**config.mk**
```make
export PLATFORM = sky130hd
export DESIGN_NAME = reg_access_arbiter
export DESIGN_NICKNAME = d
export VERILOG_FILES = /design/src/rtl/reg_access_arbiter.sv
export SDC_FILE = /design/constraint.sdc
export NUM_CORES = 1
export LEC_CHECK = 0
export BUFFER_PORTS_ARGS = -buffer_cell sky130_fd_sc_hd__buf_2
export CAP_MARGIN = 30
export CORE_AREA = 2 2 121 123
export DETAILED_ROUTE_END_ITERATION = 8
export DIE_AREA = 0 0 123 125
export GPL_TIMING_DRIVEN = 1
export HOLD_SLACK_MARGIN = 0.06
export PLACE_DENSITY = 0.71
export SYNTH_ARGS = -nofsm -noshare
export SYNTH_HDL_FRONTEND = slang
export SYNTH_SLANG_ARGS = --single-unit
```
**constraint.sdc**
```tcl
create_clock -name clk -period 2.6 [get_ports clk]
set_input_delay 0.52 -clock clk [delete_from_list [all_inputs] [get_ports clk]]
set_output_delay 0.52 -clock clk [all_outputs]
set_load 0.01 [all_outputs]
```
**src/rtl/reg_access_arbiter.sv**
```systemverilog
// ----------------------------------------------------------------------------
// reg_access_arbiter
//
// Two-requester round-robin arbiter in front of a single shared register
// block. Requester 0 is the CPU (AXI-Lite side) and requester 1 is the internal
// poller. Only one access is outstanding at a time. The flow is
// IDLE -> ISSUE -> WAIT -> RESP -> IDLE.
//
// Optional feature macro: REG_ARB_TIMEOUT_EN
//   When it is defined, a WAIT-state counter abandons a silent bus access after
//   TIMEOUT_CYCLES cycles. The response then carries 32'hFEE1DEAD (replicated)
//   with err=1.
//   When it is undefined, WAIT waits forever and mN_rsp_err is tied to 0.
//
// Ports
//   clk, reset                  single clock, synchronous active-high reset
//   mN_req_valid/ready          request handshake; ready is combinational
//   mN_req_addr/wr/wdata/wstrb  request fields, latched on accept
//   mN_rsp_valid                one-cycle response pulse
//   mN_rsp_rdata/err            response data/error, held between responses
//   bus_req_valid               one-cycle issue pulse to the register block
//   bus_req_addr/wr/wdata/wstrb latched fields, stable until back in IDLE
//   bus_rsp_valid/rdata         completion from the register block
// ----------------------------------------------------------------------------
module reg_access_arbiter #(
    parameter int ADDR_WIDTH     = 32,
    parameter int DATA_WIDTH     = 32,
    parameter int TIMEOUT_CYCLES = 64
) (
    input  logic                    clk,
    input  logic                    reset,

    input  logic                    m0_req_valid,
    output logic                    m0_req_ready,
    input  logic [ADDR_WIDTH-1:0]   m0_req_addr,
    input  logic                    m0_req_wr,
    input  logic [DATA_WIDTH-1:0]   m0_req_wdata,
    input  logic [DATA_WIDTH/8-1:0] m0_req_wstrb,
    output logic                    m0_rsp_valid,
    output logic [DATA_WIDTH-1:0]   m0_rsp_rdata,
    output logic                    m0_rsp_err,

    input  logic                    m1_req_valid,
    output logic                    m1_req_ready,
    input  logic [ADDR_WIDTH-1:0]   m1_req_addr,
    input  logic                    m1_req_wr,
    input  logic [DATA_WIDTH-1:0]   m1_req_wdata,
    input  logic [DATA_WIDTH/8-1:0] m1_req_wstrb,
    output logic                    m1_rsp_valid,
    output logic [DATA_WIDTH-1:0]   m1_rsp_rdata,
    output logic                    m1_rsp_err,

    output logic                    bus_req_valid,
    output logic [ADDR_WIDTH-1:0]   bus_req_addr,
    output logic                    bus_req_wr,
    output logic [DATA_WIDTH-1:0]   bus_req_wdata,
    output logic [DATA_WIDTH/8-1:0] bus_req_wstrb,
    input  logic                    bus_rsp_valid,
    input  logic [DATA_WIDTH-1:0]   bus_rsp_rdata
);

    typedef enum logic [1:0] {S_IDLE, S_ISSUE, S_WAIT, S_RESP} state_e;

    state_e                  state_q;
    logic                    last_grant_q;
    logic                    grant_q;
    logic                    bus_req_valid_q;
    logic [ADDR_WIDTH-1:0]   bus_addr_q;
    logic                    bus_wr_q;
    logic [DATA_WIDTH-1:0]   bus_wdata_q;
    logic [DATA_WIDTH/8-1:0] bus_wstrb_q;
    logic                    m0_rsp_valid_q, m1_rsp_valid_q;
    logic [DATA_WIDTH-1:0]   m0_rdata_q, m1_rdata_q;

    logic                    grant_sel;
    logic                    accept;
    logic                    rsp_fire_d;
    logic [DATA_WIDTH-1:0]   rsp_data_d;

`ifdef REG_ARB_TIMEOUT_EN
    localparam int CNT_W = $clog2(TIMEOUT_CYCLES + 1);

    function automatic logic [DATA_WIDTH-1:0] timeout_pattern();
        logic [31:0]           pat;
        logic [DATA_WIDTH-1:0] r;
        pat = 32'hFEE1DEAD;
        r   = '0;
        for (int unsigned i = 0; i < DATA_WIDTH; i++) begin
            r[i] = pat[i % 32];
        end
        return r;
    endfunction

    logic [CNT_W-1:0] cnt_q;
    logic             m0_err_q, m1_err_q;
    logic             rsp_err_d;
`endif

    // Round-robin: a tie goes to the requester that was not granted last.
    // Gating with reset keeps ready low while reset is asserted.
    always_comb begin
        grant_sel = 1'b0;
        if (m0_req_valid && m1_req_valid) begin
            grant_sel = ~last_grant_q;
        end else if (m1_req_valid) begin
            grant_sel = 1'b1;
        end
        accept = (state_q == S_IDLE) && !reset && (m0_req_valid || m1_req_valid);
    end

    assign m0_req_ready = accept && !grant_sel;
    assign m1_req_ready = accept &&  grant_sel;

    // WAIT exit condition and the payload delivered to the granted requester.
    // When the bus responds in the same cycle that the timer expires, the bus wins.
    always_comb begin
        rsp_fire_d = 1'b0;
        rsp_data_d = bus_rsp_rdata;
`ifdef REG_ARB_TIMEOUT_EN
        rsp_err_d  = 1'b0;
`endif
        if (state_q == S_WAIT) begin
            if (bus_rsp_valid) begin
                rsp_fire_d = 1'b1;
`ifdef REG_ARB_TIMEOUT_EN
            end else if (cnt_q == CNT_W'(TIMEOUT_CYCLES - 1)) begin
                rsp_fire_d = 1'b1;
                rsp_data_d = timeout_pattern();
                rsp_err_d  = 1'b1;
`endif
            end
        end
    end

    always_ff @(posedge clk) begin
        if (reset) begin
            state_q         <= S_IDLE;
            last_grant_q    <= 1'b1;
            grant_q         <= 1'b0;
            bus_req_valid_q <= 1'b0;
            bus_addr_q      <= '0;
            bus_wr_q        <= 1'b0;
            bus_wdata_q     <= '0;
            bus_wstrb_q     <= '0;
            m0_rsp_valid_q  <= 1'b0;
            m1_rsp_valid_q  <= 1'b0;
            m0_rdata_q      <= '0;
            m1_rdata_q      <= '0;
`ifdef REG_ARB_TIMEOUT_EN
            cnt_q           <= '0;
            m0_err_q        <= 1'b0;
            m1_err_q        <= 1'b0;
`endif
        end else begin
            bus_req_valid_q <= 1'b0;
            m0_rsp_valid_q  <= 1'b0;
            m1_rsp_valid_q  <= 1'b0;
            case (state_q)
                S_IDLE: begin
                    if (accept) begin
                        grant_q         <= grant_sel;
                        bus_addr_q      <= grant_sel ? m1_req_addr  : m0_req_addr;
                        bus_wr_q        <= grant_sel ? m1_req_wr    : m0_req_wr;
                        bus_wdata_q     <= grant_sel ? m1_req_wdata : m0_req_wdata;
                        bus_wstrb_q     <= grant_sel ? m1_req_wstrb : m0_req_wstrb;
                        bus_req_valid_q <= 1'b1;
                        state_q         <= S_ISSUE;
                    end
                end
                S_ISSUE: begin
                    state_q <= S_WAIT;
                end
                S_WAIT: begin
                    if (rsp_fire_d) begin
                        // The response is loaded straight into the granted
                        // requester's holding registers, so the pulse and its
                        // data appear together during RESP.
                        if (grant_q) begin
                            m1_rsp_valid_q <= 1'b1;
                            m1_rdata_q     <= rsp_data_d;
`ifdef REG_ARB_TIMEOUT_EN
                            m1_err_q       <= rsp_err_d;
`endif
                        end else begin
                            m0_rsp_valid_q <= 1'b1;
                            m0_rdata_q     <= rsp_data_d;
`ifdef REG_ARB_TIMEOUT_EN
                            m0_err_q       <= rsp_err_d;
`endif
                        end
                        state_q <= S_RESP;
                    end
`ifdef REG_ARB_TIMEOUT_EN
                    cnt_q <= rsp_fire_d ? '0 : cnt_q + 1'b1;
`endif
                end
                S_RESP: begin
                    last_grant_q <= grant_q;
                    state_q      <= S_IDLE;
                end
                default: state_q <= S_IDLE;
            endcase
        end
    end

    assign bus_req_valid = bus_req_valid_q;
    assign bus_req_addr  = bus_addr_q;
    assign bus_req_wr    = bus_wr_q;
    assign bus_req_wdata = bus_wdata_q;
    assign bus_req_wstrb = bus_wstrb_q;
    assign m0_rsp_valid  = m0_rsp_valid_q;
    assign m1_rsp_valid  = m1_rsp_valid_q;
    assign m0_rsp_rdata  = m0_rdata_q;
    assign m1_rsp_rdata  = m1_rdata_q;
`ifdef REG_ARB_TIMEOUT_EN
    assign m0_rsp_err    = m0_err_q;
    assign m1_rsp_err    = m1_err_q;
`else
    assign m0_rsp_err    = 1'b0;
    assign m1_rsp_err    = 1'b0;
`endif

endmodule

```
## After elaboration in Yosys (flattened, before gate mapping)

Cells that the tools add are included.
Widths: inputs -> output; s select.

| storage, ports and cells | value |
|---|---|
| register bits | 140 |
| output and inout bits | 140 |
| logic and storage cells | 51 |

| cells by class | value |
|---|---|
| multiplexer cells | 14 |
| bitwise logic cells | 5 |
| eq/ne operators | 5 |
| reduce and logical (&&, ||, !) cells | 15 |

Operators with widths:

| operator | number |
|---|---|
| $mux 32 | 2 |
| $mux 1 | 8 |
| $pmux 2 s4 | 1 |
| $reduce_and 3->1 | 2 |
| $logic_and 1x1->1 | 5 |
| $not 1->1 | 5 |
| $eq 2x2->1 const B | 2 |
| $mux 2 | 2 |
| $mux 4 | 1 |
| $ne 2x2->1 const B | 2 |
| $reduce_and 2->1 | 2 |
| $reduce_or 3->1 | 1 |
| $eq 2x1->1 const B | 1 |
| $logic_not 1->1 | 2 |
| $logic_not 2->1 | 1 |
| $reduce_or 2->1 | 1 |
| $logic_or 1x1->1 | 1 |

## Logic depth before layout (Yosys ltp)

| depth | value |
|---|---|
| depth after elaboration | 5 |
| mapped depth | 8 |
| depth with buffers taken out | 5 |

## Least setup slack after synthesis

No wires, ideal clock.

| timing path | value |
|---|---|
| kind | register -> output |
| start point | register state_q[0] |
| end point | output port m0_req_ready |
| data arrival time | 1.318 ns |
| cell stages (with the launch flop) | 8 |
| path buffers | 3 |
| path slack | 0.762 ns |
| path through | dfxtp_1 -> inv_1 -> ha_1 -> nor2b_4 -> buf_6 -> and3_4 -> buf_6 -> buf_6 |

| between the ends | value |
|---|---|
| longest elaborated chain between the ends | 4 |

RTL lines:

| what | line | source |
|---|---|---|
| start: declaration | 64 | `state_e state_q;` |
| start signal: assignment | 137 | `state_q <= S_IDLE;` |
| start signal: assignment | 167 | `state_q <= S_ISSUE;` |
| start signal: assignment | 171 | `state_q <= S_WAIT;` |
| $logic_not 2->1 | 108 | `accept = (state_q == S_IDLE) && !reset && (m0_req_valid \|\| m1_req_valid);` |
| $logic_and 1x1->1 (2 in series) | 108 |  |
| $logic_and 1x1->1 | 111 | `assign m0_req_ready = accept && !grant_sel;` |
| end: declaration | 34 | `output logic m0_req_ready,` |

Every way passes these cells.

## Worst setup path after layout

Same ends and word-level chain as after synthesis.

==> results.py <==
metrics = {
    "outcome": {
        "status": "finished, final reports clean",
    },
    "power_and_ir_drop": {
        "power_density_nw_per_um2": 923,
        "leakagePower_nw": 3.77,
        "comb_power_share_pct": 25.7,
        "p_sw_w": 0.00208,
        "clkPwrFrac_pct": 34.1,
        "p_int_w": 0.00476,
        "seqPwrFrac_pct": 40.2,
        "ir_drop_v": 0.000473,
        "swShare_pct": 30.4,
    },
    "yosys": {
        "synth-seq-area-share_pct": 53.5,
        "synth_cell_types": 27,
        "syn_inst": 557,
        "yosysWarningCount": 0,
        "netlist_area_sq_um": 5240,
        "yosysTopAreaCell": "dfxtp_1",
        "synthDominantCellAreaShare_pct": 53.5,
        "synthTopCellsByArea": "dfxtp_1 (53%), a221o_1 (13%), nand2_1 (9.5%)",
        "synth_seq_cells": 140,
        "syn_avg_cell_area_sq_um": 9.41,
    },
    "drt": {
        "wl_per_cell_microns": 15.8,
        "ant_nets": 0,
        "drc": 0,
        "first_pass_iters": 4,
        "wirelength_mm": 16.5,
        "vias": 5284,
        "viasPerCell": 5.05,
        "drt_iter0_drc": 410,
    },
    "placement": {
        "port_buffers": 312,
        "gp_congestion": 0.794,
        "preCtsSetupSlack_ns": 0.523,
        "dpl_cell_area_sq_um": 6830,
        "place_hpwl_mm": 11.6,
    },
    "grt": {
        "grt_pass1_wl_mm": 25.0,
        "antenna_found_initial": 7,
        "grt_pass1_vias": 5055,
        "grt.overflow.total": 0,
        "grt_max_degree": 70,
        "gr-usage-all-layers_pct": 20.5,
    },
    "critical_path": {
        "worst_ep_arrival_time_ns": 1.74,
        "cp-end-kind": "primary output",
        "worst-path-max-fanout": 9,
        "start_kind": "flip-flop",
        "crit_required_ns": 2.08,
        "crit_type": "flip-flop to primary output",
    },
    "final_layout": {
        "final_common_cell": "buf_2",
        "most-common-layout-cells": "buf_2 (312), dfxtp_1 (140), nand2_1 (132), and3_1 (70), a221o_1 (69)",
        "fin_area_sq_um": 7410,
        "areaGrowthSynthToFinish_pct": 41.5,
        "fin_util_pct": 52.2,
        "drive_gt1_share_pct": 41.1,
        "finish.net_count": 1022,
    },
    "die": {
        "die_h_microns": 125,
        "die_area_sq_um": 15400,
        "die_w_microns": 123,
        "rows": 44,
        "ios": 315,
        "core_sq_um": 14200,
        "initial_utilization_pct": 36.9,
    },
    "timing": {
        "fmax_mhz": 442,
        "setup_viol": 0,
        "finalMaxSlewViolations": 0,
        "hold_viol_final": 0,
        "relSlewSlack_pct": 51.0,
        "tightest_slew_ns": 0.734,
        "min_period_ns": 2.26,
        "fin_setup_tns_ns": 0,
        "rsz0062_at_grt": "no",
        "skew_ns": 0.00504,
        "layout_setup_ws_ns": 0.339,
        "hold_ws_ns": 0.328,
        "finalCritPeriodShare_pct": 87.0,
    },
    "clocking": {
        "cts_buffers": 17,
        "htreeDepth": 4,
        "insertion_delay_ns": 0.41,
        "cts_buffer_depth": 2,
        "clk_pin_slew_ns": 0.06,
        "hold_buffers": 0,
        "cts.sinks": 140,
        "cts_tree": "done",
        "post-cts-setup-buffer-count": 0,
        "cts-root-buf": "clkbuf_16",
        "cts_resized": 0,
    },
    "hold_path": {
        "hold_class": "input pin to flip-flop",
    },
    "flow_run": {
        "drv_cap": 0,
    },
}
-- layout make-up --
cell class                 instances  area, sq um
inverter                           3         11.3
timing repair buffer             321         1630
clock inverter                     7         90.1
multi-input combinational        361         2160
sequential                       140         2800
tap                              184          230
antenna                            6         15.0
fill                            1358         6790
clock buffer                      24          472
-- through the flow --
step,total power (W),instances
after CTS,0.00690,1040
after global placement,0.00453,1009
final,0.00684,1046
after floorplan,0.00389,558
after global routing,0.00722,1046
after detailed placement,0.00456,1009
-- kinds of logic after synthesis --
logic type                 count (synthesis)  share of synthesized area (%)
muxes                                      2                          0.382
other                                      1                         0.0716
and+or+nand+nor                          216                           19.6
AOI/OAI and AO/OA                        138                           20.1
adders and majority gates                  3                          0.717
buffers and inverters                     57                           5.68
DFF                                      140                           53.5
-- cells in the mapped netlist, drive strengths merged --
master / count
o221a: 1
a21oi: 66
dfxtp: 140
conb: 1
and3b: 1
nand2: 132
nor2b: 2
and2: 2
buf: 14
nand2b: 1
and3: 71
clkbuf: 40
a22oi: 1
mux2i: 2
inv: 3
nand3: 1
ha: 3
a221o: 69
or2: 1
a21boi: 1
nor2: 4
nand3b: 1
-- final timing paths --
| kind | startpoint | to | slack, ns | cells past startpoint |
|---|---|---|---|---|
| max | state_q[0] | m0_req_ready | 0.34 | 5 |
| min | m0_req_addr[20] | bus_req_addr[20] | 0.33 | 2 |
| max reg2reg | state_q[0] | bus_req_wdata[31] | 0.49 | 6 |
| min reg2reg | m0_rsp_rdata[27] | m0_rsp_rdata[27] | 0.45 | 2 |
-- registers in the layout, indices dropped and copies added, names as in the netlist --
register and count:
bus_req_wr 1, bus_req_valid 1, m1_rsp_valid 1, bus_req_addr 32, state_q 2, m0_rsp_valid 1, m0_rsp_rdata 32, grant_q 1
m1_rsp_rdata 32, bus_req_wdata 32, last_grant_q 1, bus_req_wstrb 4
-- per-layer routing --
layer | GRT usage [%] | wire (microns) | up-vias | part of all wire (%)
li1 | - | - | 2581 | -
met1 | 23.4 | 6420 | 2442 | 39
met2 | 33.5 | 7990 | 229 | 48
met3 | 7.44 | 1630 | 30 | 9.9
met4 | 10.6 | 468 | 2 | 2.8
met5 | 0 | 13 | - | 0.079
-- critical path, cell delays in order (launching register included) --
cell     delay (ns)
dfxtp_1        0.32
inv_1          0.08
ha_1           0.30
nor2b_4        0.22
and3_4         0.26
buf_2          0.15
-- power by group through the flow --
stage          clock (W)  combinational [W]  sequential (W)
6_report         0.00233            0.00176         0.00275
5_1_grt          0.00248            0.00194         0.00279
4_1_cts          0.00238            0.00178         0.00275
3_5_place_dp           0            0.00177         0.00279
3_3_place_gp           0            0.00175         0.00279
2_1_floorplan          0           0.000944         0.00295
No activity file was read; power rests on OpenSTA's default activity.
